**src/rtl/demux_1x5_buf.sv**
```systemverilog
// demux_1x5_buf
//   Buffered 1-to-5 demultiplexer. Each input word carries a 3-bit lane
//   select (0=a, 1=b, 2=c, 3=d, 4=e) and is captured into a one-entry
//   register for that lane. Words with an illegal select (5..7) are always
//   accepted, discarded, and reported through err_sel / err_count.
//
// Ports
//   clk        rising-edge clock
//   rst        asynchronous active-high reset
//   in_data    word to route (width bits)
//   in_sel     destination lane, 0..4 legal
//   in_valid   source has a word
//   in_ready   word is accepted this cycle (combinational from in_sel/out_ready)
//   out_a..e   registered lane data
//   out_valid  bit i = lane i register full
//   out_ready  bit i = lane i consumer takes the word this cycle
//   err_sel    registered one-cycle pulse after an illegal-select accept
//   err_count  saturating count of accepted illegal-select words
module demux_1x5_buf #(
  parameter int width = 32
) (
  input  logic             clk,
  input  logic             rst,
  input  logic [width-1:0] in_data,
  input  logic [2:0]       in_sel,
  input  logic             in_valid,
  output logic             in_ready,
  output logic [width-1:0] out_a,
  output logic [width-1:0] out_b,
  output logic [width-1:0] out_c,
  output logic [width-1:0] out_d,
  output logic [width-1:0] out_e,
  output logic [4:0]       out_valid,
  input  logic [4:0]       out_ready,
  output logic             err_sel,
  output logic [7:0]       err_count
);

  localparam int NUM_LANES = 5;

  logic [NUM_LANES-1:0]            full;
  logic [NUM_LANES-1:0][width-1:0] lane_data;
  logic                            sel_legal;
  logic                            lane_ready;
  logic                            accept;

  logic       err_sel_q, err_sel_d;
  logic [7:0] err_count_q, err_count_d;

  // Ready is decoded with an explicit case so an illegal select never
  // indexes past the lane vectors; illegal words are always taken.
  always_comb begin
    sel_legal  = 1'b0;
    lane_ready = 1'b1;
    case (in_sel)
      3'd0: begin sel_legal = 1'b1; lane_ready = ~full[0] | out_ready[0]; end
      3'd1: begin sel_legal = 1'b1; lane_ready = ~full[1] | out_ready[1]; end
      3'd2: begin sel_legal = 1'b1; lane_ready = ~full[2] | out_ready[2]; end
      3'd3: begin sel_legal = 1'b1; lane_ready = ~full[3] | out_ready[3]; end
      3'd4: begin sel_legal = 1'b1; lane_ready = ~full[4] | out_ready[4]; end
      default: begin sel_legal = 1'b0; lane_ready = 1'b1; end
    endcase
  end

  assign in_ready = lane_ready;
  assign accept   = in_valid & lane_ready;

  genvar gi;
  generate
    for (gi = 0; gi < NUM_LANES; gi++) begin : g_lane
      logic             full_q, full_d;
      logic [width-1:0] data_q, data_d;
      logic             load;
      logic             drain;

      // Load wins over drain: on a simultaneous load+drain the old word
      // leaves this cycle and the new one is held, full stays set.
      always_comb begin
        load   = accept & sel_legal & (in_sel == 3'(gi));
        drain  = full_q & out_ready[gi];
        full_d = full_q;
        data_d = data_q;
        if (load) begin
          full_d = 1'b1;
          data_d = in_data;
        end else if (drain) begin
          full_d = 1'b0;
        end
      end

      always_ff @(posedge clk or posedge rst) begin
        if (rst) begin
          full_q <= 1'b0;
          data_q <= '0;
        end else begin
          full_q <= full_d;
          data_q <= data_d;
        end
      end

      assign full[gi]      = full_q;
      assign lane_data[gi] = data_q;
    end
  endgenerate

  always_comb begin
    err_sel_d   = accept & ~sel_legal;
    err_count_d = err_count_q;
    if (err_sel_d && (err_count_q != 8'hff)) begin
      err_count_d = err_count_q + 8'd1;
    end
  end

  always_ff @(posedge clk or posedge rst) begin
    if (rst) begin
      err_sel_q   <= 1'b0;
      err_count_q <= 8'd0;
    end else begin
      err_sel_q   <= err_sel_d;
      err_count_q <= err_count_d;
    end
  end

  assign out_valid = full;
  assign out_a     = lane_data[0];
  assign out_b     = lane_data[1];
  assign out_c     = lane_data[2];
  assign out_d     = lane_data[3];
  assign out_e     = lane_data[4];
  assign err_sel   = err_sel_q;
  assign err_count = err_count_q;

endmodule

```
**config.mk**
```make
export PLATFORM = sky130hd
export DESIGN_NAME = demux_1x5_buf
export DESIGN_NICKNAME = d
export VERILOG_FILES = /design/src/rtl/demux_1x5_buf.sv
export SDC_FILE = /design/constraint.sdc
export NUM_CORES = 1
export LEC_CHECK = 0
export CELL_PAD_IN_SITES_DETAIL_PLACEMENT = 2
export CELL_PAD_IN_SITES_GLOBAL_PLACEMENT = 2
export CORE_MARGIN = 4
export CORE_UTILIZATION = 32
export CTS_BUF_LIST = sky130_fd_sc_hd__clkbuf_8
export CTS_CLUSTER_DIAMETER = 120
export DETAILED_ROUTE_END_ITERATION = 7
export GPL_ROUTABILITY_DRIVEN = 1
export GPL_TIMING_DRIVEN = 0
export PLACE_DENSITY_LB_ADDON = 0.1
export SLEW_MARGIN = 25
export SYNTH_ARGS = -nofsm -noshare
export SYNTH_HDL_FRONTEND = slang
export SYNTH_SLANG_ARGS = --single-unit
```
**constraint.sdc**
```tcl
create_clock -name clk -period 7.41 [get_ports clk]
set_input_delay 1.1115 -clock clk [delete_from_list [all_inputs] [get_ports clk]]
set_output_delay 1.1115 -clock clk [all_outputs]
set_load 0.02 [all_outputs]
```
==> results of run 1 <==
sequential cells by signal (all words and copies together) (netlist names):
register,count
out_e,32
g_lane.full_q,5
out_a,32
out_c,32
out_b,32
err_sel,1
out_d,32
err_count,8
layer usage:
layer	up-vias	global-route usage	wire, um	share of wire
met5	-	0	0	0
met4	0	0.0395	149	0.0077
met3	10	0.0662	1390	0.071
met2	126	0.300	10200	0.53
met1	2223	0.202	7690	0.40
li1	1916	-	-	-
cells in the mapped netlist, drive strengths merged:
cell type,number
nand4,4
nor2,6
a211oi,1
and2b,1
dfrtp,174
mux2,161
nor3,1
o211a,2
ha,1
inv,4
xor2,2
nand3,5
and3,2
o221ai,1
nand2b,4
mux2i,2
buf,22
xnor2,3
a21o,1
a21oi,3
nand2,7
o21a,1
nand4b,1
o21ai,1
worst paths after layout:
kind	endpoint	cells past startpoint	startpoint	slack [ps]
hold reg to reg	out_b[13]	1	out_b[13]	510
setup / recovery	in_ready	6	in_sel[1]	3340
setup reg to reg	out_d[3]	5	g_lane[3].full_q	5720
hold / removal	out_b[13]	1	out_b[13]	510
min in group asynchronous	out_c[13]	2	rst	1200
max in group asynchronous	out_d[25]	3	rst	5390
layout make-up:
type	instances	area (um2)	area share
buffer	22	181	0.0188
clock buffer	17	234	0.0242
clock inverter	14	190	0.0197
inverter	4	22.5	0.00233
multi-input combinational	210	2150	0.222
sequential	174	4350	0.451
tap	270	338	0.0350
timing repair buffer	217	2190	0.227
logic make-up after synthesis:
group	share of synthesized area
XOR/XNOR	0.00654
buffers and inverters	0.0293
AND/OR/NAND/NOR	0.0273
multiplexers	0.274
AO/OA/AOI/OAI	0.0114
adder cells (fa/ha/maj)	0.00187
flip-flops	0.650
metrics by stage:
step	worst slack (ps)	instance area (um2)
2_1_floorplan	1580	6700
3_3_place_gp	-792	9200
3_5_place_dp	3350	9230
4_1_cts	3300	9660
5_1_grt	3260	9660
6_report	3340	9660
power by group:
part,internal [uW],switching (uW),leakage (uW)
Sequential,1160,126,0.00210
Clock,367,349,0.000218
Combinational,536,498,0.00183
Total,2060,974,0.00414
==> results.toml, run 1 <==
[layout]
final_common_cell = "clkdlybuf4s50_1"
post-route-util = 0.473
synthToLayoutAreaGrowth_pct = 44.2
final_cells = 928
drive_gt1_frac = 0.337
layout_common_cells = "clkdlybuf4s50_1 (216), dfrtp_1 (174), mux2_2 (161), clkbuf_8 (17), buf_4 (9)"
num_antenna_cells = 0
nFillCells = 1966
nets = 690

[setup_path]
slowest_stage = "clkdlybuf4s50_1"
crit_path_end_kind = "output pin"
startpoint_type = "input pin"
critPathTopFamily = "buffers and inverters"
path_cells = "clkdlybuf4s50_1, inv_2, mux2i_1, o21a_1, o221ai_1, clkdlybuf4s50_1"
cp_common_cell = "clkdlybuf4s50_1"
critPathMaxFanout = 5
critPathKind = "in -> out"
max_stage_delay_ps = 650
cp_num_buf_inv = 3
worstPathArrival_ps = 2960
required_ps = 6300

[clock_tree]
cts_hold_buf = 0
cts_buffer_depth = 2
cts_tree = "built"
htreeDepth = 4
postCtsSetupBuffers = 0
clock_latency_ps = 440
cts_inserted_buffers = 17
clock-root-buffer = "clkbuf_8"
path_clk_slew_ps = 90
clock-sinks = 174
cts_resized = 0

[global_routing]
grt_pass1_wl_um = 31200
grt_max_degree = 96
grt.overflow.total = 0
track_usage = 0.172
grt_pass1_vias = 5114
antenna_found_initial = 0

[die]
die_w_um = 153
core_area_um2 = 20400
core.rowCount = 52
die-area_um2 = 23300
ios = 218
initial_core_util = 0.328
fp.dieH_um = 153

[run_status]
status = "complete, no violations"

[drt]
via_per_inst = 4.61
route.detailed.drc = 0
wl_per_cell_um = 21.0
wl_um = 19500
drt-initial-drc-count = 131
drt_pass1_iterations = 3
vias = 4275
detail-route-antenna-nets = 0

[timing]
relSlewSlack = 0.555
fin_skew_ps = 10.7
hold_violations = 0
finalSetupViolations = 0
setup_tns_ps = 0
worst_pin_slew_ps = 668
clock.fmax_mhz = 246
period_share = 0.550
period_minus_slack_ps = 4070
final_max_slew_viol_count = 0
hold_slack_ps = 512
rsz0062_at_grt = "false"

[pwr]
powerDensity_nw_per_um2 = 314
power.leakage_uw = 0.00414
vdd_drop_max_v = 0.000118
finalPower_uw = 3030

[synthesis]
syn_area_um2 = 6700
ys_seq_area_frac = 0.650
ys_warn_count = 0
synth_largest_area_cell = "dfrtp_1"
syn_inst = 410
synth_area_leaders = "dfrtp_1 (65%), mux2_2 (27%), buf_4 (1.0%)"
ys_seq_elements = 174
synth_nets = 454
yosys.area.top_type_share = 0.650
syn_avg_cell_area_um2 = 16.3
synth.distinct_cells = 30

[placement]
gp_congestion = 0.735
numPortBuffers = 216
hpwl_um = 14000
place_inst = 897

[job]
drv_cap = 0

[worst_hold_path]
hp-class = "reg -> reg"
(Power assumes the default switching activity.)
==> run 2: changes to the inputs <==
--- a/config.mk
+++ b/config.mk
@@ -8,7 +8,7 @@
 export CELL_PAD_IN_SITES_DETAIL_PLACEMENT = 2
 export CELL_PAD_IN_SITES_GLOBAL_PLACEMENT = 2
 export CORE_MARGIN = 4
-export CORE_UTILIZATION = 32
+export CORE_UTILIZATION = 29
 export CTS_BUF_LIST = sky130_fd_sc_hd__clkbuf_8
 export CTS_CLUSTER_DIAMETER = 120
 export DETAILED_ROUTE_END_ITERATION = 7
==> constraint.sdc (replaced) <==
create_clock -name clk -period 3.3 [get_ports clk]
set_input_delay 0.495 -clock clk [delete_from_list [all_inputs] [get_ports clk]]
set_output_delay 0.495 -clock clk [all_outputs]
set_load 0.02 [all_outputs]
==> run 2 against run 1 <==
Against the previous run:
- register-to-register slack got worse by 4100 ps
- die area increased by 9.8%
- sequential share of layout area decreased by 0.26 points
- final cell count increased by 2.0%
- design area increased by 0.57%
- clock skew increased by 7.1 ps
- non-clock buffer count increased by 4
- flip-flop and latch count unchanged
- via count increased by 1.8%
- worst hold slack got worse by 72 ps
- wire length increased by 2.8%
- count of clock-buffer cells in the layout unchanged
==> results.toml, run 2 (synthesis gave the netlist of run 1 again) <==
[timing]
clock.fmax_mhz = 346
rsz0062_at_grt = "false"
period_minus_slack_ps = 2890
period_share = 0.875
relSlewSlack = 0.495
fin_skew_ps = 17.8
worst_pin_slew_ps = 756
finalSetupViolations = 0
fin_ws_ps = 413
hold_slack_ps = 440
final_max_slew_viol_count = 0
hold_violations = 0

[pwr]
power.leakage_uw = 0.00415
vdd_drop_max_v = 0.000223
swShare = 0.331
pwr-share-seq = 0.430
power_frac_comb = 0.347
powerDensity_nw_per_um2 = 692
clkPwrFrac = 0.223
p_sw_uw = 2230
p_int_uw = 4500

[placement]
hpwl_um = 14800
place_ws_ps = 402
numPortBuffers = 216
place_area_um2 = 9320
gp_congestion = 0.696

[die]
fp.dieH_um = 160
core.rowCount = 55
core_area_um2 = 22700
initial_core_util = 0.295
die-area_um2 = 25600
ios = 218
die_w_um = 160

[setup_path]
cp_common_cell = "clkdlybuf4s50_1"
worstPathArrival_ps = 2390
slowest_stage = "clkdlybuf4s50_1"
critPathTopFamily = "buffers and inverters"
max_stage_delay_ps = 660
crit_path_end_kind = "output pin"
path_cells = "clkdlybuf4s50_1, inv_2, mux2i_1, o21a_1, o221ai_1, clkdlybuf4s50_1"
critPathKind = "in -> out"
cp_num_buf_inv = 3
required_ps = 2800
critPathMaxFanout = 5
startpoint_type = "input pin"

[drt]
wl_um = 20000
wl_per_cell_um = 21.1
drt-initial-drc-count = 139
drt_pass1_iterations = 3
via_per_inst = 4.59
route.detailed.drc = 0
vias = 4351
detail-route-antenna-nets = 0

[clock_tree]
clock_latency_ps = 450
htreeDepth = 4
clock-sinks = 174
cts_hold_buf = 0
cts_buffer_depth = 2
cts_inserted_buffers = 17
cts_resized = 0
postCtsSetupBuffers = 0
path_clk_slew_ps = 100
clock-root-buffer = "clkbuf_8"
cts_tree = "built"

[layout]
num_antenna_cells = 0
final_common_cell = "clkdlybuf4s50_1"
final_area_um2 = 9710
nets = 694
drive_gt1_frac = 0.341
nFillCells = 2239
layout_common_cells = "clkdlybuf4s50_1 (216), dfrtp_1 (174), mux2_2 (161), clkbuf_8 (17), buf_4 (9)"
synthToLayoutAreaGrowth_pct = 45.0
post-route-util = 0.428

[job]
drv_cap = 0

[global_routing]
grt.overflow.total = 0
track_usage = 0.161
grt_pass1_wl_um = 31600
antenna_found_initial = 0
grt_max_degree = 33
grt_pass1_vias = 5209

[worst_hold_path]
hp-class = "in -> reg"

[run_status]
status = "complete, no violations"
==> run 2: changes by cell type in the layout (fill, tap and decap cells not counted), sizes merged <==
| cell | before | now |
|---|---|---|
| inv | 8 | 9 |
| buf | 23 | 27 |
| clkinv | 5 | 3 |
| bufinv | 4 | 2 |
| clkinvlp | 1 | 4 |
==> run 2: power by group through the flow <==
stage	logic, uW	clock network (uW)	registers (uW)
finish	2330	1500	2890
global route	2470	1680	2960
CTS	2380	1580	2900
detailed placement	2370	0	2940
global placement	2300	0	2900
floorplan	518	0	3470
==> run 2: cell type report <==
class                   count  area, um2  share of cell area
flip-flops and latches    174       4350               0.448
repair buffers            221       2260               0.233
multi-input cells         210       2150               0.221
well taps                 285        357              0.0367
clock buffers              17        234              0.0241
plain buffers              22        181              0.0187
clock inverters            14        158              0.0162
inverters                   4       18.8             0.00193
==> run 2: stage by stage <==
stage | power [uW] | TNS, ps | std cells
3_5_place_dp | 5310 | 0 | 916
6_report | 6720 | 0 | 947
5_1_grt | 7110 | 0 | 947
4_1_cts | 6860 | 0 | 947
3_3_place_gp | 5200 | -150200 | 911
2_1_floorplan | 3990 | 0 | 410
==> run 2: per-layer routing <==
layer | wire length, um | GRT usage
met5 | 0 | 0
met4 | 301 | 0.0473
met3 | 1480 | 0.0630
met2 | 10100 | 0.269
met1 | 8150 | 0.192
==> run 2: path summary, 6_finish.rpt <==
path	startpoint	end	slack, ps	cells after the start
max	in_sel[1]	in_ready	410	6
min	in_sel[2]	err_sel	440	2
max reg2reg	g_lane[3].full_q	out_d[1]	1640	5
min reg2reg	out_e[29]	out_e[29]	510	1
max in group asynchronous	rst	out_a[20]	1720	5
min in group asynchronous	rst	out_b[0]	530	2
==> run 2: worst reg2reg max path, delay by kind of cell, from the launching register on <==
family,cells,cell delay [ps]
DFF,1,420
buffers and inverters,2,360
muxes,1,350
AOI/OAI and AO/OA,1,220
and+or+nand+nor,1,190
==> run 3: changes to the inputs <==
--- a/config.mk
+++ b/config.mk
@@ -15,6 +15,7 @@
 export GPL_ROUTABILITY_DRIVEN = 1
 export GPL_TIMING_DRIVEN = 0
 export PLACE_DENSITY_LB_ADDON = 0.1
+export SKIP_CTS_REPAIR_TIMING = 1
 export SLEW_MARGIN = 25
 export SYNTH_ARGS = -nofsm -noshare
 export SYNTH_HDL_FRONTEND = slang
==> results of run 3 <==
The final DEF is identical to that of run 2; final timing and power are the same.
